File: config.mk
export PLATFORM = sky130hd
export DESIGN_NAME = multicycle_sequencer_flat
export DESIGN_NICKNAME = d
export VERILOG_FILES = /design/src/rtl/multicycle_sequencer_if.sv /design/src/rtl/multicycle_sequencer.sv /design/src/flat_wrapper.sv
export SDC_FILE = /design/constraint.sdc
export NUM_CORES = 1
export LEC_CHECK = 0
export CAP_MARGIN = 40
export CORE_MARGIN = 1.5
export CORE_UTILIZATION = 35
export CTS_CLUSTER_DIAMETER = 30
export DETAILED_ROUTE_END_ITERATION = 10
export HOLD_SLACK_MARGIN = 0.1
export PLACE_DENSITY_LB_ADDON = 0.3
export SYNTH_ARGS = -nofsm -noshare
export SYNTH_HDL_FRONTEND = slang
export SYNTH_SLANG_ARGS = --single-unit
File: constraint.sdc
create_clock -name clk -period 3.9 [get_ports clk]
set_clock_uncertainty 0.15 [all_clocks]
set_input_delay 0.78 -clock clk [delete_from_list [all_inputs] [get_ports clk]]
set_output_delay 0.78 -clock clk [all_outputs]
set_load 0.01 [all_outputs]
File: src/rtl/multicycle_sequencer_if.sv
// ---------------------------------------------------------------------------
// multicycle_sequencer_if
// Bundle between the instruction register / datapath and the multicycle
// sequencer. The sequencer side (master) consumes the IR fields and memory
// handshakes and produces datapath strobes, status and performance counters.
// The datapath side (slave) sees the same signals with opposite directions.
//
//   opcode, func      IR fields, stable from DECODE until retire
//   im_ack, dm_ack    instruction / data memory handshakes
//   stall             freeze request
//   state             current sequencer state
//   read_im .. pc_sel datapath strobes and selects
//   retire            last-cycle pulse of every instruction
//   halted, fault     sticky status
//   cycle_cnt,
//   retire_cnt        performance counters
// ---------------------------------------------------------------------------
interface multicycle_sequencer_if #(
    parameter int OP_W   = 6,
    parameter int FUNC_W = 6,
    parameter int CNT_W  = 32
);
    logic [OP_W-1:0]   opcode;
    logic [FUNC_W-1:0] func;
    logic              im_ack;
    logic              dm_ack;
    logic              stall;

    logic [2:0]        state;
    logic              read_im;
    logic              load_opnd;
    logic [3:0]        alu_func;
    logic              mux_b_imm;
    logic              load_aluout;
    logic              enable_dm;
    logic              write_dm;
    logic              load_lmd;
    logic              write_reg;
    logic              mux_dst_rt;
    logic              mux_w_lmd;
    logic              load_pc;
    logic [2:0]        pc_sel;
    logic              retire;
    logic              halted;
    logic [1:0]        fault;
    logic [CNT_W-1:0]  cycle_cnt;
    logic [CNT_W-1:0]  retire_cnt;

    modport master (
        input  opcode, func, im_ack, dm_ack, stall,
        output state, read_im, load_opnd, alu_func, mux_b_imm, load_aluout,
               enable_dm, write_dm, load_lmd, write_reg, mux_dst_rt, mux_w_lmd,
               load_pc, pc_sel, retire, halted, fault, cycle_cnt, retire_cnt
    );

    modport slave (
        output opcode, func, im_ack, dm_ack, stall,
        input  state, read_im, load_opnd, alu_func, mux_b_imm, load_aluout,
               enable_dm, write_dm, load_lmd, write_reg, mux_dst_rt, mux_w_lmd,
               load_pc, pc_sel, retire, halted, fault, cycle_cnt, retire_cnt
    );
endinterface

File: src/rtl/multicycle_sequencer.sv
// ---------------------------------------------------------------------------
// multicycle_sequencer
// FSM-based multicycle control unit for the RISC datapath. Decodes the IR
// opcode/func into an instruction class and walks FETCH/DECODE/EXEC/MEM/WB,
// issuing datapath strobes per state. Memory waits are bounded by a wait
// counter; a timeout, an illegal opcode or a halt instruction parks the
// sequencer in HALT until reset. Cycle and retire counters are kept.
//
// Ports:
//   clk    in  rising-edge clock
//   reset  in  asynchronous reset, active-low (0 = reset)
//   bus    master modport of multicycle_sequencer_if (IR fields, memory
//          acks, stall in; state, strobes, status, counters out)
// ---------------------------------------------------------------------------
module multicycle_sequencer #(
    parameter int OP_W   = 6,
    parameter int FUNC_W = 6,
    parameter int CNT_W  = 32,
    parameter int WAIT_W = 4
) (
    input  logic                   clk,
    input  logic                   reset,
    multicycle_sequencer_if.master bus
);

    typedef enum logic [2:0] {
        S_FETCH  = 3'd0,
        S_DECODE = 3'd1,
        S_EXEC   = 3'd2,
        S_MEM    = 3'd3,
        S_WB     = 3'd4,
        S_HALT   = 3'd5
    } state_e;

    localparam logic [1:0] F_NONE    = 2'd0;
    localparam logic [1:0] F_ILLEGAL = 2'd1;
    localparam logic [1:0] F_IM_TO   = 2'd2;
    localparam logic [1:0] F_DM_TO   = 2'd3;

    // The wait counter holds the number of cycles already spent waiting, so
    // a value of 2**WAIT_W-2 means the current cycle is the last allowed one.
    localparam logic [WAIT_W-1:0] WAIT_LAST = {{(WAIT_W-1){1'b1}}, 1'b0};
    localparam logic [WAIT_W-1:0] WAIT_ONE  = {{(WAIT_W-1){1'b0}}, 1'b1};
    localparam logic [CNT_W-1:0]  CNT_ONE   = {{(CNT_W-1){1'b0}}, 1'b1};

    state_e            state_q, state_d;
    logic [WAIT_W-1:0] wait_q, wait_d;
    logic [1:0]        fault_q, fault_d;
    logic [CNT_W-1:0]  cycle_q, cycle_d;
    logic [CNT_W-1:0]  retire_cnt_q, retire_cnt_d;

    // Instruction class decode
    logic [1:0] cls;
    logic [2:0] sub_op;
    logic       is_reg, is_imm, is_mb, is_illegal;
    logic       is_ld, is_st, is_halt, is_ldst;
    logic       wait_at_limit;
    logic [2:0] branch_sel;

    assign cls        = bus.opcode[5:4];
    assign sub_op     = bus.opcode[2:0];
    assign is_reg     = (cls == 2'b00);
    assign is_illegal = (cls == 2'b01);
    assign is_mb      = (cls == 2'b10);
    assign is_imm     = (cls == 2'b11);
    assign is_ld      = is_mb && (sub_op == 3'd0);
    assign is_st      = is_mb && (sub_op == 3'd1);
    assign is_halt    = is_mb && (sub_op == 3'd7);
    assign is_ldst    = is_ld || is_st;
    assign wait_at_limit = (wait_q == WAIT_LAST);

    // func[FUNC_W-1:4] carries no meaning for this sequencer
    logic unused_func;
    assign unused_func = ^bus.func[FUNC_W-1:4];

    // Branch sub-ops 2..5 map onto PC sources 1..4; nop keeps NPC
    always_comb begin
        branch_sel = 3'd0;
        case (sub_op)
            3'd2:    branch_sel = 3'd1;
            3'd3:    branch_sel = 3'd2;
            3'd4:    branch_sel = 3'd3;
            3'd5:    branch_sel = 3'd4;
            default: branch_sel = 3'd0;
        endcase
    end

    // Output decode (Moore on state/class, qualified by the memory acks)
    logic       read_im_s, load_opnd_s, mux_b_imm_s, load_aluout_s;
    logic       enable_dm_s, write_dm_s, load_lmd_s, write_reg_s;
    logic       mux_dst_rt_s, mux_w_lmd_s, load_pc_s, retire_s;
    logic [3:0] alu_func_s;
    logic [2:0] pc_sel_s;

    // ------------------------------------------------------------------
    // State register
    // ------------------------------------------------------------------
    always_ff @(posedge clk or negedge reset) begin
        if (!reset) begin
            state_q      <= S_FETCH;
            wait_q       <= '0;
            fault_q      <= F_NONE;
            cycle_q      <= '0;
            retire_cnt_q <= '0;
        end else begin
            state_q      <= state_d;
            wait_q       <= wait_d;
            fault_q      <= fault_d;
            cycle_q      <= cycle_d;
            retire_cnt_q <= retire_cnt_d;
        end
    end

    // ------------------------------------------------------------------
    // Next-state logic
    // ------------------------------------------------------------------
    always_comb begin
        state_d      = state_q;
        wait_d       = wait_q;
        fault_d      = fault_q;
        cycle_d      = cycle_q;
        retire_cnt_d = retire_cnt_q;

        if (!bus.stall && state_q != S_HALT) begin
            cycle_d = cycle_q + CNT_ONE;

            case (state_q)
                S_FETCH: begin
                    // An ack in the limit cycle still completes the fetch
                    if (bus.im_ack) begin
                        state_d = S_DECODE;
                    end else if (wait_at_limit) begin
                        state_d = S_HALT;
                        fault_d = F_IM_TO;
                    end
                end
                S_DECODE: begin
                    if (is_illegal) begin
                        state_d = S_HALT;
                        fault_d = F_ILLEGAL;
                    end else if (is_halt) begin
                        state_d = S_HALT;
                    end else begin
                        state_d = S_EXEC;
                    end
                end
                S_EXEC: begin
                    state_d = (is_reg || is_imm) ? S_WB : S_MEM;
                end
                S_MEM: begin
                    if (is_ldst) begin
                        if (bus.dm_ack) begin
                            state_d = is_ld ? S_WB : S_FETCH;
                        end else if (wait_at_limit) begin
                            state_d = S_HALT;
                            fault_d = F_DM_TO;
                        end
                    end else begin
                        state_d = S_FETCH;
                    end
                end
                S_WB: begin
                    state_d = S_FETCH;
                end
                default: begin
                    state_d = S_FETCH;
                end
            endcase

            // Only the two wait states can stay put; every move clears it
            wait_d = (state_d != state_q) ? '0 : wait_q + WAIT_ONE;

            if (retire_s) begin
                retire_cnt_d = retire_cnt_q + CNT_ONE;
            end
        end
    end

    // ------------------------------------------------------------------
    // Output logic
    // ------------------------------------------------------------------
    always_comb begin
        read_im_s     = 1'b0;
        load_opnd_s   = 1'b0;
        mux_b_imm_s   = 1'b0;
        load_aluout_s = 1'b0;
        enable_dm_s   = 1'b0;
        write_dm_s    = 1'b0;
        load_lmd_s    = 1'b0;
        write_reg_s   = 1'b0;
        mux_dst_rt_s  = 1'b0;
        mux_w_lmd_s   = 1'b0;
        load_pc_s     = 1'b0;
        retire_s      = 1'b0;
        alu_func_s    = 4'd0;
        pc_sel_s      = 3'd0;

        // Reset is folded in so strobes drop the moment reset is asserted,
        // not only after the state register has been cleared.
        if (reset && !bus.stall) begin
            case (state_q)
                S_FETCH: begin
                    read_im_s = 1'b1;
                end
                S_DECODE: begin
                    load_opnd_s = 1'b1;
                end
                S_EXEC: begin
                    load_aluout_s = 1'b1;
                    mux_b_imm_s   = is_imm || is_ldst;
                    if (is_reg) begin
                        alu_func_s = bus.func[3:0];
                    end else if (is_imm) begin
                        alu_func_s = bus.opcode[3:0];
                    end
                end
                S_MEM: begin
                    if (is_ldst) begin
                        enable_dm_s = 1'b1;
                        write_dm_s  = is_st;
                        if (bus.dm_ack) begin
                            load_lmd_s = is_ld;
                            load_pc_s  = is_st;
                            retire_s   = is_st;
                        end
                    end else begin
                        load_pc_s = 1'b1;
                        retire_s  = 1'b1;
                        pc_sel_s  = branch_sel;
                    end
                end
                S_WB: begin
                    write_reg_s  = 1'b1;
                    mux_dst_rt_s = is_imm || is_ld;
                    mux_w_lmd_s  = is_ld;
                    load_pc_s    = 1'b1;
                    retire_s     = 1'b1;
                end
                default: begin
                end
            endcase
        end
    end

    assign bus.state       = state_q;
    assign bus.read_im     = read_im_s;
    assign bus.load_opnd   = load_opnd_s;
    assign bus.alu_func    = alu_func_s;
    assign bus.mux_b_imm   = mux_b_imm_s;
    assign bus.load_aluout = load_aluout_s;
    assign bus.enable_dm   = enable_dm_s;
    assign bus.write_dm    = write_dm_s;
    assign bus.load_lmd    = load_lmd_s;
    assign bus.write_reg   = write_reg_s;
    assign bus.mux_dst_rt  = mux_dst_rt_s;
    assign bus.mux_w_lmd   = mux_w_lmd_s;
    assign bus.load_pc     = load_pc_s;
    assign bus.pc_sel      = pc_sel_s;
    assign bus.retire      = retire_s;
    assign bus.halted      = (state_q == S_HALT);
    assign bus.fault       = fault_q;
    assign bus.cycle_cnt   = cycle_q;
    assign bus.retire_cnt  = retire_cnt_q;

endmodule
File: src/flat_wrapper.sv
// flat-port wrapper written by rule: the top's interface ports become plain ports
module multicycle_sequencer_flat 
#(
    parameter int OP_W   = 6,
    parameter int FUNC_W = 6,
    parameter int CNT_W  = 32,
    parameter int WAIT_W = 4
)
  (clk, reset, bus_opcode, bus_func, bus_im_ack, bus_dm_ack, bus_stall, bus_state, bus_read_im, bus_load_opnd, bus_alu_func, bus_mux_b_imm, bus_load_aluout, bus_enable_dm, bus_write_dm, bus_load_lmd, bus_write_reg, bus_mux_dst_rt, bus_mux_w_lmd, bus_load_pc, bus_pc_sel, bus_retire, bus_halted, bus_fault, bus_cycle_cnt, bus_retire_cnt);
  multicycle_sequencer_if #(.OP_W(OP_W), .FUNC_W(FUNC_W), .CNT_W(CNT_W)) bus_i ();
  input  logic clk;
  input  logic reset;
  input wire logic [$bits(bus_i.opcode)-1:0] bus_opcode;
  input wire logic [$bits(bus_i.func)-1:0] bus_func;
  input wire logic [$bits(bus_i.im_ack)-1:0] bus_im_ack;
  input wire logic [$bits(bus_i.dm_ack)-1:0] bus_dm_ack;
  input wire logic [$bits(bus_i.stall)-1:0] bus_stall;
  output wire logic [$bits(bus_i.state)-1:0] bus_state;
  output wire logic [$bits(bus_i.read_im)-1:0] bus_read_im;
  output wire logic [$bits(bus_i.load_opnd)-1:0] bus_load_opnd;
  output wire logic [$bits(bus_i.alu_func)-1:0] bus_alu_func;
  output wire logic [$bits(bus_i.mux_b_imm)-1:0] bus_mux_b_imm;
  output wire logic [$bits(bus_i.load_aluout)-1:0] bus_load_aluout;
  output wire logic [$bits(bus_i.enable_dm)-1:0] bus_enable_dm;
  output wire logic [$bits(bus_i.write_dm)-1:0] bus_write_dm;
  output wire logic [$bits(bus_i.load_lmd)-1:0] bus_load_lmd;
  output wire logic [$bits(bus_i.write_reg)-1:0] bus_write_reg;
  output wire logic [$bits(bus_i.mux_dst_rt)-1:0] bus_mux_dst_rt;
  output wire logic [$bits(bus_i.mux_w_lmd)-1:0] bus_mux_w_lmd;
  output wire logic [$bits(bus_i.load_pc)-1:0] bus_load_pc;
  output wire logic [$bits(bus_i.pc_sel)-1:0] bus_pc_sel;
  output wire logic [$bits(bus_i.retire)-1:0] bus_retire;
  output wire logic [$bits(bus_i.halted)-1:0] bus_halted;
  output wire logic [$bits(bus_i.fault)-1:0] bus_fault;
  output wire logic [$bits(bus_i.cycle_cnt)-1:0] bus_cycle_cnt;
  output wire logic [$bits(bus_i.retire_cnt)-1:0] bus_retire_cnt;
  assign bus_i.opcode = bus_opcode;
  assign bus_i.func = bus_func;
  assign bus_i.im_ack = bus_im_ack;
  assign bus_i.dm_ack = bus_dm_ack;
  assign bus_i.stall = bus_stall;
  assign bus_state = bus_i.state;
  assign bus_read_im = bus_i.read_im;
  assign bus_load_opnd = bus_i.load_opnd;
  assign bus_alu_func = bus_i.alu_func;
  assign bus_mux_b_imm = bus_i.mux_b_imm;
  assign bus_load_aluout = bus_i.load_aluout;
  assign bus_enable_dm = bus_i.enable_dm;
  assign bus_write_dm = bus_i.write_dm;
  assign bus_load_lmd = bus_i.load_lmd;
  assign bus_write_reg = bus_i.write_reg;
  assign bus_mux_dst_rt = bus_i.mux_dst_rt;
  assign bus_mux_w_lmd = bus_i.mux_w_lmd;
  assign bus_load_pc = bus_i.load_pc;
  assign bus_pc_sel = bus_i.pc_sel;
  assign bus_retire = bus_i.retire;
  assign bus_halted = bus_i.halted;
  assign bus_fault = bus_i.fault;
  assign bus_cycle_cnt = bus_i.cycle_cnt;
  assign bus_retire_cnt = bus_i.retire_cnt;
  multicycle_sequencer #(.OP_W(OP_W), .FUNC_W(FUNC_W), .CNT_W(CNT_W), .WAIT_W(WAIT_W)) u_core (.clk(clk), .reset(reset), .bus(bus_i));
endmodule
==> flow_metrics.py, run 1 <==
metrics = {
    "logic_synthesis": {
        "synth_top_area_share_pct": 46.84,
        "async_flop_share_pct": 100.0,
        "synth-main-ff-cell": "dfrtp_1",
        "syn-num-nets": 433,
        "synth_edf_count": 0,
        "synth-seq-area-share_pct": 46.84,
        "synth_cell_types": 53,
        "synth-seq-cells": 73,
        "synth_area_leaders": "dfrtp_1, xnor2_1, xor2_1",
        "yosysTopAreaCell": "dfrtp_1",
        "synthTopCellsByCount": "dfrtp_1, nand2_1, xnor2_1",
        "synth.avg_cell_area_um2": 9.559,
        "ys.warnings.count": 0,
        "synth_cells": 408,
        "synth_most_common_cell": "dfrtp_1",
        "synth_area_mm2": 0.003900,
    },
    "pwr": {
        "swShare_pct": 29.43,
        "p_per_area_mw_per_mm2": 425.6,
        "p_switching_mw": 0.6781,
        "p_int_mw": 1.626,
        "pwr-share-comb_pct": 25.4,
        "p_leak_nw": 2.350,
        "power_mw": 2.304,
        "seq_power_share_pct": 41.2,
        "clkPwrFrac_pct": 33.4,
        "vdd.ir_drop.worst_mv": 0.1557,
    },
    "clock_network": {
        "clock-sinks": 73,
        "cts_buffer_depth": 2,
        "root_buffer": "clkbuf_8",
        "cts_buffers": 9,
        "clock_latency_ns": 0.34,
        "tritoncts": "done",
        "cts_setup_buffers": 0,
        "cts_max_level": 3,
        "path_clk_slew_ns": 0.08,
    },
    "sta": {
        "drv_slew": 0,
        "setup_tns_ns": 0,
        "slew_headroom_pct": 57.36,
        "hold_violations": 0,
        "clock.fmax_mhz": 264.7,
        "fin_crit_ns": 3.777,
        "rsz0062_at_grt": "no",
        "worst_pin_slew_ns": 0.6343,
        "timing.final.crit_share_pct": 96.86,
        "hold-worst-slack_ns": 0.3273,
        "finalSetupViolations": 0,
        "timing.final.ws_setup_ns": 0.1225,
    },
    "grt": {
        "grt_pass1_vias": 3300,
        "antenna_found_initial": 0,
        "grt-ovfl-total": 0,
        "grt_pass1_wl_um": 15810,
        "grt_max_degree": 45,
        "grt_usage_pct": 17.01,
    },
    "critical_path": {
        "cpPeakStageDelay_ns": 0.58,
        "rr_worst_depth": 7,
        "critPathSlowestCell": "clkdlybuf4s50_1",
        "cpMostUsedCell": "clkdlybuf4s50_1",
        "critical_path_required_ns": 2.97,
        "start_kind": "primary input",
        "critPathMaxFanout": 5,
        "crit_chain": "clkdlybuf4s50_1 -> inv_1 -> ha_1 -> or3b_1 -> nor4b_2 -> clkdlybuf4s50_1",
        "worst-setup-path-type": "primary input to output port",
        "critPathCaptureType": "output port",
        "worstPathArrival_ns": 2.85,
    },
    "route": {
        "drc": 0,
        "first_pass_iters": 6,
        "vias_per_cell": 4.994,
        "wl_per_cell_um": 14.08,
        "routed_wl_um": 9361,
        "drt_iter0_markers": 116,
        "vias": 3321,
        "ant_nets": 0,
    },
    "placed_design": {
        "globalplace.congestion": 0.8122,
        "place_area_mm2": 0.005151,
        "portBuffers": 103,
        "hpwl_um": 6890,
        "dp_cells": 650,
        "dp_slack_ns": 0.04536,
    },
    "layout": {
        "post-route-util_pct": 49.94,
        "final_area_mm2": 0.005414,
        "area_growth_pct": 38.82,
        "nFillCells": 1028,
        "drive_gt1_share_pct": 9.143,
        "antennaDiodeCount": 0,
        "fin_cells": 665,
        "fin_nets": 546,
    },
    "floorplan": {
        "core-area_mm2": 0.01084,
        "initial_utilization_pct": 35.98,
        "die_w_um": 108.6,
        "dieArea_mm2": 0.01179,
        "dieHeight_um": 108.6,
        "io_pins": 106,
        "rows": 38,
    },
    "worst_hold_path": {
        "hp-class": "primary input to asynchronous set/reset pin",
    },
    "outcome": {
        "outcome": "completed",
    },
    "run": {
        "max_cap_violations": 0,
    },
}
power groups by stage:
stage | combinational (mW) | clock [mW] | sequential (mW)
finish | 0.585 | 0.769 | 0.950
global route | 0.654 | 0.828 | 0.969
CTS | 0.591 | 0.789 | 0.950
detailed placement | 0.590 | 0 | 0.962
global placement | 0.581 | 0 | 0.961
floorplan | 0.317 | 0 | 0.958
flip-flops by register name, indices dropped and copies added, names as in the netlist:
signal / cells
u_core.bus.retire_cnt: 32
u_core.bus.cycle_cnt: 32
u_core.bus.fault: 2
u_core.wait_q: 4
u_core.bus.state: 3
repair_timing:
action,CTS,global route
setup endpoints to repair,0,3
hold buffers,0,0
resized for setup,0,2
logic make-up (layout without fill, tap and decap cells):
group / count (synthesis) / count (layout) / synth area share, %
mux: 1 / 1 / 0.2887
compound gates: 32 / 32 / 5.390
fa+ha+maj: 8 / 8 / 2.567
buf+inv: 42 / 159 / 4.267
xor+xnor: 63 / 63 / 14.15
simple gates: 189 / 189 / 26.50
flops: 73 / 73 / 46.84
layout make-up:
type,instances,area [um2],share of cell area [%]
clock buffer,10,127.6,2.357
sequential,73,1827,33.74
clock inverter,5,128.9,2.380
multi-input combinational,293,1913,35.34
inverter,25,93.84,1.733
tap,140,175.2,3.235
timing repair buffer,119,1149,21.22
layout by cell type (no fill, tap or decap), drive strengths merged, types with 4 or more instances in the layout:
cell type        n
clkdlybuf4s50  102
dfrtp           73
nand2           40
nor2            38
xnor2           37
xor2            26
inv             25
nor3            20
nand4           19
buf             17
nand3           16
nor4            11
clkbuf          10
a21oi            8
ha               8
o21ai            8
and4             7
nand2b           6
or3              5
and3             4
bufinv           4
and2             4
final timing paths:
path / slack [ns] / end / startpoint
setup / recovery: 0.12 / bus_load_lmd / bus_opcode[4]
min in group clk: 0.33 / u_core.bus.retire_cnt[31] / u_core.bus.retire_cnt[31]
max in group asynchronous: 2.81 / u_core.bus.cycle_cnt[26] / reset
hold reg to reg: 0.33 / u_core.bus.retire_cnt[31] / u_core.bus.retire_cnt[31]
hold / removal: 0.33 / u_core.bus.cycle_cnt[13] / reset
setup reg to reg: 1.28 / u_core.bus.cycle_cnt[25] / u_core.bus.state[1]
critical path: cells and delay by family:
kind	cells	cell delay [ns]
buffers and inverters	3	1.14
and+or+nand+nor	2	0.73
adders and majority gates	1	0.19
routing by layer:
layer	GRT usage, %	wire length [um]	vias up
li1	-	-	1625
met1	22.93	4441	1593
met2	26.46	4302	92
met3	3.617	489	11
met4	7.049	127	0
met5	0	0	-
(Power assumes the default switching activity.)
==> run 2: changes to the inputs <==
--- a/config.mk
+++ b/config.mk
@@ -9,6 +9,7 @@
 export CORE_MARGIN = 1.5
 export CORE_UTILIZATION = 35
 export CTS_CLUSTER_DIAMETER = 30
+export CTS_CLUSTER_SIZE = 10
 export DETAILED_ROUTE_END_ITERATION = 10
 export HOLD_SLACK_MARGIN = 0.1
 export PLACE_DENSITY_LB_ADDON = 0.3
==> results of run 2 <==
No change in the layout: final DEF, timing and power equal those of run 1.
